## src/rtl/spi_pkg.sv

```systemverilog
// rtl/spi_pkg.sv - shared register map, status bit positions and defaults for the SPI slave
package spi_pkg;

  localparam logic [1:0] ADDR_RX       = 2'd0;
  localparam logic [1:0] ADDR_STATUS   = 2'd1;
  localparam logic [1:0] ADDR_BYTE_CNT = 2'd2;
  localparam logic [1:0] ADDR_IRQ_EN   = 2'd3;

  localparam int ST_SEL     = 0;
  localparam int ST_RX_RDY  = 1;
  localparam int ST_TX_FULL = 2;
  localparam int ST_OVR     = 3;
  localparam int ST_UDR     = 4;

  localparam logic [7:0] FILL_BYTE_DEFAULT = 8'hFF;

  typedef enum logic {
    SPI_IDLE   = 1'b0,
    SPI_ACTIVE = 1'b1
  } spi_state_e;

endpackage

```

## src/rtl/spi_in_sync.sv

```systemverilog
// rtl/spi_in_sync.sv - async input synchroniser with optional single-clk rise/fall pulses
module spi_in_sync #(
  parameter int STAGES  = 2,
  parameter bit EDGE_EN = 1'b1
) (
  input  logic clk,
  input  logic reset_n,
  input  logic d_i,
  output logic level_o,
  output logic rise_o,
  output logic fall_o
);

  logic [STAGES-1:0] sync_q;

  always_ff @(posedge clk or negedge reset_n) begin
    if (!reset_n) begin
      sync_q <= '0;
    end else begin
      sync_q <= {sync_q[STAGES-2:0], d_i};
    end
  end

  assign level_o = sync_q[STAGES-1];

  generate
    if (EDGE_EN) begin : g_edge
      logic prev_q;
      always_ff @(posedge clk or negedge reset_n) begin
        if (!reset_n) begin
          prev_q <= 1'b0;
        end else begin
          prev_q <= level_o;
        end
      end
      assign rise_o = level_o & ~prev_q;
      assign fall_o = ~level_o & prev_q;
    end else begin : g_no_edge
      assign rise_o = 1'b0;
      assign fall_o = 1'b0;
    end
  endgenerate

endmodule

```

## src/rtl/spi_slave_ctrl.sv

```systemverilog
// rtl/spi_slave_ctrl.sv - SPI mode 0 slave with CPU byte registers, sticky flags and byte counter
// Optional interrupt output and enable register when SPI_SLAVE_IRQ_EN is defined.
module spi_slave_ctrl
  import spi_pkg::*;
#(
  parameter int         SYNC_STAGES = 2,
  parameter logic [7:0] FILL_BYTE   = FILL_BYTE_DEFAULT
) (
  input  logic       clk,
  input  logic       reset_n,
  input  logic       wr,
  input  logic       rd,
  input  logic [7:0] addr,
  input  logic [7:0] cpu_di,
  output logic [7:0] cpu_do,
  input  logic       spi_sclk,
  input  logic       spi_mosi,
  input  logic       spi_ss_n,
  output logic       spi_miso,
  output logic       spi_miso_oe
`ifdef SPI_SLAVE_IRQ_EN
  ,
  output logic       irq
`endif
);

  logic sclk_rise, sclk_fall, ss_rise, ss_fall, mosi_s;
  logic sclk_lvl_unused, ss_lvl_unused, mosi_rise_unused, mosi_fall_unused;

  spi_in_sync #(.STAGES(SYNC_STAGES), .EDGE_EN(1'b1)) u_sync_sclk (
    .clk(clk), .reset_n(reset_n), .d_i(spi_sclk),
    .level_o(sclk_lvl_unused), .rise_o(sclk_rise), .fall_o(sclk_fall)
  );
  // Resets low so a select held low across reset never looks like a new frame.
  spi_in_sync #(.STAGES(SYNC_STAGES), .EDGE_EN(1'b1)) u_sync_ss (
    .clk(clk), .reset_n(reset_n), .d_i(spi_ss_n),
    .level_o(ss_lvl_unused), .rise_o(ss_rise), .fall_o(ss_fall)
  );
  spi_in_sync #(.STAGES(SYNC_STAGES), .EDGE_EN(1'b0)) u_sync_mosi (
    .clk(clk), .reset_n(reset_n), .d_i(spi_mosi),
    .level_o(mosi_s), .rise_o(mosi_rise_unused), .fall_o(mosi_fall_unused)
  );

  spi_state_e state_q, state_d;
  logic [2:0] bit_cnt_q, bit_cnt_d;
  logic [7:0] byte_cnt_q, byte_cnt_d;
  logic [7:0] rx_shift_q, rx_shift_d, tx_shift_q, tx_shift_d;
  logic [7:0] rx_data_q, rx_data_d, tx_data_q, tx_data_d;
  logic       rx_rdy_q, rx_rdy_d, tx_full_q, tx_full_d;
  logic       ovr_q, ovr_d, udr_q, udr_d;
  logic       miso_q, miso_d, miso_oe_q, miso_oe_d;
  logic [7:0] cpu_do_q, cpu_do_d;
  logic [7:0] status, cfg_rd;
  logic       load_tx, rd_rx, wr_rx, wr_status;
  logic       unused_ok;

  assign unused_ok = ^{addr[7:2], sclk_lvl_unused, ss_lvl_unused, mosi_rise_unused, mosi_fall_unused};

  assign rd_rx     = rd && (addr[1:0] == ADDR_RX);
  assign wr_rx     = wr && (addr[1:0] == ADDR_RX);
  assign wr_status = wr && (addr[1:0] == ADDR_STATUS);

  always_comb begin
    status             = '0;
    status[ST_SEL]     = (state_q == SPI_ACTIVE);
    status[ST_RX_RDY]  = rx_rdy_q;
    status[ST_TX_FULL] = tx_full_q;
    status[ST_OVR]     = ovr_q;
    status[ST_UDR]     = udr_q;
  end

  always_comb begin
    state_d    = state_q;
    bit_cnt_d  = bit_cnt_q;
    byte_cnt_d = byte_cnt_q;
    rx_shift_d = rx_shift_q;
    tx_shift_d = tx_shift_q;
    rx_data_d  = rx_data_q;
    tx_data_d  = tx_data_q;
    rx_rdy_d   = rx_rdy_q;
    tx_full_d  = tx_full_q;
    ovr_d      = ovr_q;
    udr_d      = udr_q;
    miso_d     = miso_q;
    miso_oe_d  = miso_oe_q;
    cpu_do_d   = '0;
    load_tx    = 1'b0;

    // CPU-side clears come first so a coincident set from the SPI side wins.
    if (rd_rx) rx_rdy_d = 1'b0;
    if (wr_status) begin
      if (cpu_di[ST_OVR]) ovr_d = 1'b0;
      if (cpu_di[ST_UDR]) udr_d = 1'b0;
    end

    if (ss_rise) begin
      state_d   = SPI_IDLE;
      bit_cnt_d = '0;
      miso_oe_d = 1'b0;
      miso_d    = 1'b0;
    end else if (ss_fall) begin
      state_d    = SPI_ACTIVE;
      bit_cnt_d  = '0;
      byte_cnt_d = '0;
      miso_oe_d  = 1'b1;
      load_tx    = 1'b1;
    end else if (state_q == SPI_ACTIVE) begin
      if (sclk_rise) begin
        rx_shift_d = {rx_shift_q[6:0], mosi_s};
        bit_cnt_d  = bit_cnt_q + 3'd1;
        if (bit_cnt_q == 3'd7) begin
          rx_data_d  = rx_shift_d;
          if (rx_rdy_q) ovr_d = 1'b1;
          rx_rdy_d   = 1'b1;
          byte_cnt_d = byte_cnt_q + 8'd1;
          load_tx    = 1'b1;
        end
      end else if (sclk_fall && (bit_cnt_q != 3'd0)) begin
        tx_shift_d = {tx_shift_q[6:0], 1'b0};
        miso_d     = tx_shift_q[6];
      end
    end

    if (load_tx) begin
      if (tx_full_q) begin
        tx_shift_d = tx_data_q;
        tx_full_d  = 1'b0;
      end else begin
        tx_shift_d = FILL_BYTE;
        udr_d      = 1'b1;
      end
      miso_d = tx_shift_d[7];
    end

    // Applied after the load so a same-clk write stays pending for the next slot.
    if (wr_rx) begin
      tx_data_d = cpu_di;
      tx_full_d = 1'b1;
    end

    if (rd) begin
      case (addr[1:0])
        ADDR_RX:       cpu_do_d = rx_data_q;
        ADDR_STATUS:   cpu_do_d = status;
        ADDR_BYTE_CNT: cpu_do_d = byte_cnt_q;
        default:       cpu_do_d = cfg_rd;
      endcase
    end
  end

  always_ff @(posedge clk or negedge reset_n) begin
    if (!reset_n) begin
      state_q    <= SPI_IDLE;
      bit_cnt_q  <= '0;
      byte_cnt_q <= '0;
      rx_shift_q <= '0;
      tx_shift_q <= '0;
      rx_data_q  <= '0;
      tx_data_q  <= '0;
      rx_rdy_q   <= 1'b0;
      tx_full_q  <= 1'b0;
      ovr_q      <= 1'b0;
      udr_q      <= 1'b0;
      miso_q     <= 1'b0;
      miso_oe_q  <= 1'b0;
      cpu_do_q   <= '0;
    end else begin
      state_q    <= state_d;
      bit_cnt_q  <= bit_cnt_d;
      byte_cnt_q <= byte_cnt_d;
      rx_shift_q <= rx_shift_d;
      tx_shift_q <= tx_shift_d;
      rx_data_q  <= rx_data_d;
      tx_data_q  <= tx_data_d;
      rx_rdy_q   <= rx_rdy_d;
      tx_full_q  <= tx_full_d;
      ovr_q      <= ovr_d;
      udr_q      <= udr_d;
      miso_q     <= miso_d;
      miso_oe_q  <= miso_oe_d;
      cpu_do_q   <= cpu_do_d;
    end
  end

`ifdef SPI_SLAVE_IRQ_EN
  logic [3:0] irq_en_q, irq_en_d;
  logic       irq_q, irq_d;

  // Enable bits sit at [4:1]; irq follows the flags' next state so it drops with them.
  always_comb begin
    irq_en_d = irq_en_q;
    if (wr && (addr[1:0] == ADDR_IRQ_EN)) irq_en_d = cpu_di[4:1];
    irq_d = |(irq_en_d & {udr_d, ovr_d, ~tx_full_d, rx_rdy_d});
  end

  always_ff @(posedge clk or negedge reset_n) begin
    if (!reset_n) begin
      irq_en_q <= '0;
      irq_q    <= 1'b0;
    end else begin
      irq_en_q <= irq_en_d;
      irq_q    <= irq_d;
    end
  end

  assign cfg_rd = {3'b000, irq_en_q, 1'b0};
  assign irq    = irq_q;
`else
  assign cfg_rd = 8'h00;
`endif

  assign cpu_do      = cpu_do_q;
  assign spi_miso    = miso_q;
  assign spi_miso_oe = miso_oe_q;

endmodule
```

## config.mk

```make
export PLATFORM = sky130hd
export DESIGN_NAME = spi_slave_ctrl
export DESIGN_NICKNAME = d
export VERILOG_FILES = /design/src/rtl/spi_pkg.sv /design/src/rtl/spi_in_sync.sv /design/src/rtl/spi_slave_ctrl.sv
export SDC_FILE = /design/constraint.sdc
export NUM_CORES = 1
export LEC_CHECK = 0
export ABC_CLOCK_PERIOD_IN_PS = 2020
export BUFFER_PORTS_ARGS = -buffer_cell sky130_fd_sc_hd__buf_2
export CELL_PAD_IN_SITES_DETAIL_PLACEMENT = 2
export CELL_PAD_IN_SITES_GLOBAL_PLACEMENT = 2
export CORE_MARGIN = 2
export CORE_UTILIZATION = 39
export CTS_CLUSTER_SIZE = 24
export DETAILED_ROUTE_END_ITERATION = 10
export PLACE_DENSITY = 0.82
export SLEW_MARGIN = 40
export SYNTH_ARGS = -nofsm -noshare
export SYNTH_HDL_FRONTEND = slang
export SYNTH_SLANG_ARGS = --single-unit
```

## constraint.sdc

```tcl
create_clock -name clk -period 2.02 [get_ports clk]
set_clock_uncertainty 0.1 [all_clocks]
set_input_delay 0.101 -clock clk [delete_from_list [all_inputs] [get_ports clk]]
set_output_delay 0.101 -clock clk [all_outputs]
set_load 0.05 [all_outputs]
```

==> flow_metrics.env, run 1 <==
export IMPL_vias=2077
export IMPL_reg2reg_from="bit_cnt_q[1]"
export IMPL_slew_violations=0
export IMPL_worstMarginPinSlew_ns=0.540
export IMPL_syn_mean_instance_area_um2=12.1
export IMPL_synth_seq_cells=63
export IMPL_grt_pass1_wl_um=12400
export IMPL_synth_ff_type="dfrtp_1"
export IMPL_r2r_end="rx_data_q[1]"
export IMPL_grt_ovfl_total=0
export IMPL_grt_max_degree=64
export IMPL_cts_root_buf="clkbuf_8"
export IMPL_grt_usage_pct=21.8
export IMPL_comb_power_share_pct=14.8
export IMPL_ir_drop_uv=437
export IMPL_worst_setup_path_type="flop to flop"
export IMPL_fp_dieH_um=87.9
export IMPL_yosysWarnings=0
export IMPL_cp_end_kind="flop"
export IMPL_hold_viol=0
export IMPL_start_util_pct=40.4
export IMPL_cts_tree="built"
export IMPL_antenna_found_initial=0
export IMPL_fmax_mhz=505
export IMPL_reg2reg_depth=7
export IMPL_final_nets=321
export IMPL_syn_nets=257
export IMPL_synth_top_area_share_pct=57.4
export IMPL_insertion_delay_ns=0.34
export IMPL_drive_above_1_share_pct=32.4
export IMPL_final_min_clock_period_ns=1.98
export IMPL_synth_top_cell_by_area="dfrtp_1"
export IMPL_netlist_area_mm2=0.00275
export IMPL_drt_vias_per_instance=5.30
export IMPL_wirelength_um=7990
export IMPL_synthTopCellsByCount="63 x dfrtp_1, 24 x mux2_2, 19 x nand2_1"
export IMPL_crit_arrival_ns=2.10
export IMPL_startpoint="bit_cnt_q[1]"
export IMPL_holdCritPathClass="primary input to flop"
export IMPL_power_switching_uw=842
export IMPL_core_mm2=0.00679
export IMPL_grt_pass1_vias=2339
export IMPL_finalWeightedCongestion=0.710
export IMPL_pwr_density_cell_mw_per_mm2=874
export IMPL_syn2layout_area_growth_pct=27.9
export IMPL_numPlacedInstances=356
export IMPL_seq_area_frac_synth_pct=57.4
export IMPL_slew_headroom_pct=63.9
export IMPL_p_seq_share_pct=49.7
export IMPL_synthCells=227
export IMPL_clk_pin_slew_ns=0.07
export IMPL_clock_sinks=63
export IMPL_synth_cell_types=38
export IMPL_r2r_setup_slack_ns=0.04
export IMPL_power_internal_mw=2.23
export IMPL_critPathRequiredTime_ns=2.14
export IMPL_yosysMostFrequentCell="dfrtp_1"
export IMPL_power_frac_clock_pct=35.6
export IMPL_final_core_util_pct=51.7
export IMPL_ioPinCount=33
export IMPL_io_buffers=26
export IMPL_cp_start_kind="flop"
export IMPL_synth_edf_count=0
export IMPL_wl_per_cell_um=20.4
export IMPL_p_leak_nw=1.67
export IMPL_htreeDepth=3
export IMPL_numCtsBuffers=9
export IMPL_ant_nets=0
export IMPL_final_cells=392
export IMPL_switching_share_pct=27.4
export IMPL_status="complete, no violations"
export IMPL_rows=30
export IMPL_clk_path_buf_depth=2
export IMPL_drc=0
export IMPL_setup_violations=0
export IMPL_drtIter0Drc=93
export IMPL_dieWidth_um=87.9
export IMPL_post_dp_hpwl_um=4440
export IMPL_n_antenna_cell=0
export IMPL_cap_violations=0
export IMPL_die_area_mm2=0.00773
export IMPL_num_fill_cells=701
export IMPL_drt_first_pass_iters=4
export IMPL_ys_async_sr_fraction_pct=100
export IMPL_endpoint="rx_data_q[1]"
export IMPL_critPathMaxFanout=10
export IMPL_final_period_utilization_pct=98.1
export IMPL_synth_area_leaders="dfrtp_1 57%, mux2_2 9.8%, mux2i_1 3.3%, ha_1 3.2%, nor2b_1 3.0%"
-- cells by family (layout without fill, tap and decap cells) --
logic type / count (synthesis) / in the layout / synth area share (%)
and+or+nand+nor: 72 / 72 / 14.7
DFF: 63 / 63 / 57.4
AOI/OAI and AO/OA: 33 / 33 / 8.79
muxes: 33 / 33 / 13.1
buffers and inverters: 19 / 88 / 2.82
adders and majority gates: 7 / 7 / 3.19
-- stage by stage --
| stage | power, mW | TNS (ns) | hold WS (ns) | setup WS [ns] | area (um2) |
|---|---|---|---|---|---|
| after global routing | 3.21 | -0.165 | 0.142 | -0.0363 | 3510 |
| after floorplan | 1.77 | 0 | -0.295 | 0.0664 | 2750 |
| after detailed placement | 1.94 | -0.0861 | 0.0479 | -0.0469 | 3080 |
| final | 3.07 | 0 | 0.114 | 0.0379 | 3510 |
| after CTS | 3.07 | 0 | 0.0920 | 0.0303 | 3430 |
| after global placement | 1.90 | 0 | 0.0402 | 0.0227 | 3080 |
-- area by class of cell --
type | instances | area (um2) | area share, %
sequential | 63 | 1580 | 44.9
tap | 96 | 120 | 3.42
timing repair buffer | 60 | 437 | 12.4
clock inverter | 4 | 45.0 | 1.28
clock buffer | 12 | 145 | 4.13
inverter | 12 | 45.0 | 1.28
multi-input combinational | 145 | 1150 | 32.6
-- worst max-delay path, stage by stage (launching register included) --
cell     delay (ns)
dfrtp_1        0.39
ha_2           0.20
ha_4           0.16
buf_4          0.13
buf_4          0.14
nand4_1        0.13
buf_4          0.23
mux2_2         0.37
-- how the worst min path moves through the flow --
stage | from | endpoint | slack (ns) | cells after the start
2_1_floorplan | reset_n | bit_cnt_q[0] | -0.29 | 0
3_3_place_gp | reset_n | u_sync_mosi.sync_q[0] | 0.04 | 2
3_5_place_dp | reset_n | cpu_do[2] | 0.05 | 2
4_1_cts | addr[0] | cpu_do[4] | 0.09 | 3
5_1_grt | addr[0] | cpu_do[3] | 0.14 | 3
6_report | addr[0] | cpu_do[4] | 0.11 | 3
-- state kept, by name, summed over array words and instances, names as in the netlist, 3 cells and up --
register	flops
bit_cnt_q	3
byte_cnt_q	8
tx_shift_q	7
cpu_do	8
tx_data_q	8
rx_data_q	8
rx_shift_q	7
-- timing repair --
action                                 4_1_cts  5_1_grt
resized for setup                            2       12
gates cloned                                 0        0
setup endpoints to repair                    6       16
endpoints found under the hold margin       81        0
hold buffers                                14        0
pin swaps                                    0        5
buffers inserted                             0        6
-- placed cells by master (no fill, tap or decap), types with 4 or more instances in the layout --
| cell type | n |
|---|---|
| nor2b_1 | 13 |
| o21ai_0 | 10 |
| mux2_2 | 24 |
| and2_1 | 5 |
| o221ai_1 | 6 |
| inv_1 | 12 |
| nor2_1 | 6 |
| nand2_1 | 19 |
| a22o_1 | 4 |
| ha_1 | 5 |
| clkbuf_8 | 10 |
| nand3_1 | 7 |
| mux2i_1 | 9 |
| nand2b_1 | 4 |
| dlygate4sd3_1 | 14 |
| dfrtp_1 | 63 |
| buf_2 | 26 |
| buf_4 | 18 |
-- metal layers --
| metal | vias up | track usage [%] | routed length [um] |
|---|---|---|---|
| li1 | 932 | - | - |
| met1 | 1095 | 27.4 | 3360 |
| met2 | 34 | 37.3 | 4270 |
| met3 | 16 | 3.30 | 185 |
| met4 | 0 | 9.51 | 179 |
| met5 | - | 0 | 0 |
-- power groups by stage --
stage                     clock network [mW]  logic, mW  registers, mW
after floorplan                            0      0.234           1.53
after detailed placement                   0      0.401           1.54
after global placement                     0      0.375           1.53
after global routing                    1.17      0.498           1.55
after CTS                               1.11      0.438           1.52
final                                   1.09      0.453           1.53
(Power assumes the default switching activity.)
==> run 2: changes to the inputs <==
--- a/config.mk
+++ b/config.mk
@@ -5,15 +5,14 @@
 export SDC_FILE = /design/constraint.sdc
 export NUM_CORES = 1
 export LEC_CHECK = 0
-export ABC_CLOCK_PERIOD_IN_PS = 2020
+export ABC_CLOCK_PERIOD_IN_PS = 1630
 export BUFFER_PORTS_ARGS = -buffer_cell sky130_fd_sc_hd__buf_2
 export CELL_PAD_IN_SITES_DETAIL_PLACEMENT = 2
 export CELL_PAD_IN_SITES_GLOBAL_PLACEMENT = 2
-export CORE_MARGIN = 2
-export CORE_UTILIZATION = 39
+export CORE_UTILIZATION = 35
 export CTS_CLUSTER_SIZE = 24
 export DETAILED_ROUTE_END_ITERATION = 10
-export PLACE_DENSITY = 0.82
+export PLACE_DENSITY = 0.78
 export SLEW_MARGIN = 40
 export SYNTH_ARGS = -nofsm -noshare
 export SYNTH_HDL_FRONTEND = slang
==> constraint.sdc (replaced) <==
create_clock -name clk -period 1.63 [get_ports clk]
set_clock_uncertainty 0.1 [all_clocks]
set_input_delay 0.0815 -clock clk [delete_from_list [all_inputs] [get_ports clk]]
set_output_delay 0.0815 -clock clk [all_outputs]
set_load 0.05 [all_outputs]
==> flow_metrics.env, run 2 (same netlist as run 1, synthesis figures left out) <==
export IMPL_status="finished, violations left"
export IMPL_violations="negative setup slack"
export IMPL_ant_nets=0
export IMPL_syn2layout_area_growth_pct=40.7
export IMPL_drive_above_1_share_pct=42.9
export IMPL_hold_slack_ns=0.0940
export IMPL_start_util_pct=37.1
export IMPL_grt_pass1_vias=2545
export IMPL_final_min_clock_period_ns=1.88
export IMPL_mostFrequentLayoutCells="61 x dfrtp_1, 27 x buf_4, 26 x buf_2"
export IMPL_critPathSlowestCell="or4_4"
export IMPL_n_antenna_cell=0
export IMPL_grt_ovfl_total=0
export IMPL_rows=31
export IMPL_io_buffers=26
export IMPL_clk_pin_slew_ns=0.07
export IMPL_grt_pass1_wl_um=13900
export IMPL_p_seq_share_pct=47.4
export IMPL_grt_max_degree=64
export IMPL_antenna_found_initial=0
export IMPL_htreeDepth=3
export IMPL_critical_path_max_stage_delay_ns=0.43
export IMPL_cts_tree="built"
export IMPL_setup_violations=27
export IMPL_fp_dieH_um=90.6
export IMPL_ioPinCount=33
export IMPL_regArea_mm2=0.00158
export IMPL_crit_arrival_ns=2.07
export IMPL_numPlacedInstances=372
export IMPL_power_frac_clock_pct=35.3
export IMPL_multiInputGateArea_mm2=0.00132
export IMPL_layout_commonest_cell="dfrtp_1"
export IMPL_final_nets=338
export IMPL_pwr_density_cell_mw_per_mm2=1040
export IMPL_critPathRequiredTime_ns=1.81
export IMPL_rsz0062_at_grt="yes"
export IMPL_drc=0
export IMPL_power_switching_mw=1.13
export IMPL_worst_slack_ns=-0.255
export IMPL_setup_tns_ns=-4.47
export IMPL_num_fill_cells=704
export IMPL_finalWeightedCongestion=0.751
export IMPL_slew_headroom_pct=66.1
export IMPL_power_total_mw=4.01
export IMPL_drt_vias_per_instance=5.26
export IMPL_grt_usage_pct=22.7
export IMPL_hold_viol=0
export IMPL_numCtsBuffers=9
export IMPL_core_mm2=0.00741
export IMPL_clk_path_buf_depth=2
export IMPL_switching_share_pct=28.1
export IMPL_wirelength_um=8950
export IMPL_placed_cell_area_mm2=0.00325
export IMPL_final_cells=411
export IMPL_worstMarginPinSlew_ns=0.508
export IMPL_ir_drop_uv=485
export IMPL_cts_root_buf="clkbuf_8"
export IMPL_holdCritPathClass="primary input to flop"
export IMPL_drtIter0Drc=68
export IMPL_critPathMaxFanout=5
export IMPL_p_leak_nw=1.82
export IMPL_wl_per_cell_um=21.8
export IMPL_fmax_mhz=531
export IMPL_cap_violations=0
export IMPL_power_internal_mw=2.88
export IMPL_post_dp_hpwl_um=4880
export IMPL_cp_start_kind="flop"
export IMPL_insertion_delay_ns=0.36
export IMPL_worstPathCellList="ha_2 > ha_4 > and4b_2 > o21bai_2 > or4_4 > a21oi_2"
export IMPL_postLayoutCellArea_mm2=0.00386
export IMPL_die_area_mm2=0.00821
export IMPL_drt_first_pass_iters=4
export IMPL_clock_sinks=63
export IMPL_vias=2162
export IMPL_cp_end_kind="flop"
export IMPL_comb_power_share_pct=17.2
export IMPL_final_period_utilization_pct=116
export IMPL_slew_violations=0
export IMPL_dieWidth_um=90.6
export IMPL_worst_setup_path_type="flop to flop"
==> run 2: cell count changes in the layout (fill, tap and decap cells not counted), moves of 3 or more <==
cell,previous run,this run
buf_6,1,6
ha_1,5,2
buf_4,18,27
o221ai_2,1,6
mux2_4,0,9
o221ai_1,6,1
ha_4,1,4
mux2_2,24,15
==> run 2: per-layer routing <==
| metal | global-route usage (%) | vias to the layer above | wire [um] |
|---|---|---|---|
| met5 | 0 | - | 0 |
| met4 | 12.8 | 0 | 311 |
| met3 | 3.79 | 24 | 289 |
| met2 | 39.1 | 57 | 4640 |
| met1 | 26.7 | 1114 | 3700 |
| li1 | - | 967 | - |
==> run 2: repair_timing <==
action,4_1_cts,5_1_grt
endpoints found under the hold margin,81,0
buffers inserted,4,4
hold buffers,14,0
gates resized for setup,28,14
gates cloned,1,1
pin swaps,6,4
setup endpoints to repair,36,38
==> run 2: layout make-up <==
cell class              count  share of cell area (%)
clock inverters             3                    1.10
flip-flops and latches     63                    40.9
inverters                  12                    1.23
multi-input cells         146                    34.1
clock buffers              12                    4.01
well taps                  99                    3.20
repair buffers             76                    15.5
==> run 2: stage by stage <==
stage | utilization [%] | worst slack, ns
after global routing | 52.2 | -0.312
after global placement | 43.8 | -0.191
after floorplan | - | -0.0830
final | 52.2 | -0.255
after CTS | 50.9 | -0.196
after detailed placement | 43.8 | -0.271
==> run 2: worst max-delay path, delay by kind of cell (launching register included) <==
family	cells	cell delay, ns
adders and majority gates	2	0.33
and+or+nand+nor	2	0.74
DFF	1	0.38
AOI/OAI and AO/OA	2	0.25
==> run 2: path summary, 6_finish.rpt <==
check,from,to,slack (ns),cells after the start
worst max-delay path,bit_cnt_q[1],byte_cnt_q[7],-0.25,6
worst min-delay path,addr[0],cpu_do[3],0.09,3
worst max register to register,bit_cnt_q[1],byte_cnt_q[7],-0.25,6
worst min register to register,u_sync_mosi.sync_q[0],u_sync_mosi.sync_q[1],0.25,0
max in group asynchronous,reset_n,cpu_do[1],0.96,3
min in group asynchronous,reset_n,tx_data_q[7],0.17,3
==> run 2: power by group through the flow <==
stage	combinational [mW]	sequential (mW)	clock, mW
final	0.691	1.90	1.42
after global routing	0.744	1.92	1.50
after CTS	0.653	1.89	1.42
after detailed placement	0.526	1.91	0
after global placement	0.489	1.89	0
after floorplan	0.302	1.90	0
==> run 3: changes to the inputs <==
--- a/config.mk
+++ b/config.mk
@@ -9,10 +9,11 @@
 export BUFFER_PORTS_ARGS = -buffer_cell sky130_fd_sc_hd__buf_2
 export CELL_PAD_IN_SITES_DETAIL_PLACEMENT = 2
 export CELL_PAD_IN_SITES_GLOBAL_PLACEMENT = 2
-export CORE_UTILIZATION = 35
+export CORE_UTILIZATION = 36
+export CTS_BUF_LIST = sky130_fd_sc_hd__clkbuf_8
 export CTS_CLUSTER_SIZE = 24
 export DETAILED_ROUTE_END_ITERATION = 10
-export PLACE_DENSITY = 0.78
+export PLACE_DENSITY = 0.8
 export SLEW_MARGIN = 40
 export SYNTH_ARGS = -nofsm -noshare
 export SYNTH_HDL_FRONTEND = slang
==> flow_metrics.env, run 3 (same netlist as run 1, synthesis figures left out) <==
export IMPL_setup_violations=33
export IMPL_rsz0062_at_grt="yes"
export IMPL_antenna_found_initial=0
export IMPL_finalWeightedCongestion=0.723
export IMPL_drc=0
export IMPL_pwr_density_cell_mw_per_mm2=965
export IMPL_critPathMaxFanout=6
export IMPL_worst_setup_path_type="flop to flop"
export IMPL_crit_arrival_ns=2.12
export IMPL_cp_end_kind="flop"
export IMPL_ioPinCount=33
export IMPL_violations="negative setup slack"
export IMPL_rows=31
export IMPL_slew_violations=0
export IMPL_dieWidth_um=89.4
export IMPL_mostFrequentLayoutCells="60 x dfrtp_1, 26 x buf_2, 25 x buf_4"
export IMPL_path_common_cell="buf_4"
export IMPL_critPathSlowestCell="dfrtp_1"
export IMPL_htreeDepth=3
export IMPL_clk_path_buf_depth=2
export IMPL_wl_per_cell_um=25.5
export IMPL_slew_headroom_pct=68.7
export IMPL_holdCritPathClass="primary input to flop"
export IMPL_final_period_utilization_pct=122
export IMPL_clock_sinks=63
export IMPL_ir_drop_uv=583
export IMPL_post_dp_hpwl_um=4940
export IMPL_ant_nets=0
export IMPL_crit_family="simple AND/OR/NAND/NOR gates"
export IMPL_grt_ovfl_total=0
export IMPL_vias=2246
export IMPL_status="finished, violations left"
export IMPL_worstMarginPinSlew_ns=0.464
export IMPL_setup_tns_ns=-6.72
export IMPL_critPathBufInv=4
export IMPL_fp_dieH_um=89.4
export IMPL_grt_usage_pct=27.9
export IMPL_drtIter0Drc=110
export IMPL_layout_commonest_cell="dfrtp_1"
export IMPL_critPathRequiredTime_ns=1.76
export IMPL_r2r_setup_slack_ns=-0.36
export IMPL_clk_pin_slew_ns=0.07
export IMPL_cts_root_buf="clkbuf_8"
export IMPL_drive_above_1_share_pct=48.0
export IMPL_critical_path_max_stage_delay_ns=0.43
export IMPL_die_area_mm2=0.00799
export IMPL_grt_pass1_wl_um=15300
export IMPL_grt_max_degree=64
export IMPL_hold_slack_ns=0.119
export IMPL_numCtsBuffers=9
export IMPL_final_nets=345
export IMPL_cap_violations=0
export IMPL_worst_slack_ns=-0.359
export IMPL_start_util_pct=37.5
export IMPL_wirelength_um=10700
export IMPL_cts_tree="built"
export IMPL_drt_first_pass_iters=4
export IMPL_fmax_mhz=503
export IMPL_place_ws_ns=-0.343
export IMPL_core_mm2=0.00733
export IMPL_hold_viol=0
export IMPL_drt_vias_per_instance=5.37
export IMPL_grt_pass1_vias=2575
export IMPL_syn2layout_area_growth_pct=48.8
export IMPL_p_leak_nw=1.91
export IMPL_n_antenna_cell=0
export IMPL_insertion_delay_ns=0.36
export IMPL_cp_start_kind="flop"
export IMPL_final_min_clock_period_ns=1.99
export IMPL_power_total_mw=3.94
export IMPL_worstPathCellList="buf_4 > inv_1 > ha_2 > nor2b_4 > buf_4 > nor4b_4 > buf_6 > nand2_1 > o221ai_1"
export IMPL_io_buffers=26
run 3: cell count changes in the layout (fill, tap and decap cells not counted), sizes merged:
cell / before / now
buf: 62 / 68
clkinv: 1 / 3
bufinv: 1 / 0
clkbuf: 12 / 11
inv: 12 / 13
run 3: report_power, final:
group / leakage (nW) / internal [mW] / switching (mW)
Clock: 0.0891 / 0.571 / 0.667
Combinational: 1.02 / 0.392 / 0.385
Sequential: 0.809 / 1.75 / 0.180
run 3: through the flow:
stage               util (%)  instance area (um2)  std cells
floorplan                  -                 2810        227
finish                  55.8                 4090        418
detailed placement      44.5                 3270        373
global route            55.8                 4090        418
global placement        44.5                 3270        373
CTS                     53.4                 3910        415
run 3: final timing paths:
path | startpoint | end | cells past startpoint
setup / recovery | bit_cnt_q[1] | tx_shift_q[1] | 9
hold / removal | addr[0] | cpu_do[4] | 3
setup reg to reg | bit_cnt_q[1] | tx_shift_q[1] | 9
hold reg to reg | u_sync_ss.sync_q[0] | u_sync_ss.sync_q[1] | 0
max in group asynchronous | reset_n | u_sync_sclk.sync_q[1] | 3
min in group asynchronous | reset_n | rx_data_q[7] | 3
run 3: cell type report:
cell class	count	area [um2]
fill	656	3240
sequential	63	1580
multi-input combinational	146	1440
timing repair buffer	83	738
clock buffer	10	138
tap	99	124
inverter	12	45.0
clock inverter	5	26.3
run 3: metal layers:
metal	vias up	global-route usage [%]	wire, um
met2	56	47.5	5520
met3	33	3.51	332
met4	0	13.7	415
met5	-	0	0
li1	983	-	-
met1	1174	35.0	4400
run 3: tightest hold or removal path: stages:
cell     delay, ns
buf_2         0.18
o21ai_0       0.11
and2_1        0.17
run 3: what timing repair did:
item | CTS | global route
hold endpoints to repair | 80 | 0
gates resized for setup | 40 | 37
setup buffers | 10 | 6
pin swaps | 12 | 10
hold buffers | 14 | 0
cloned | 3 | 0
endpoints found under the setup margin | 35 | 38
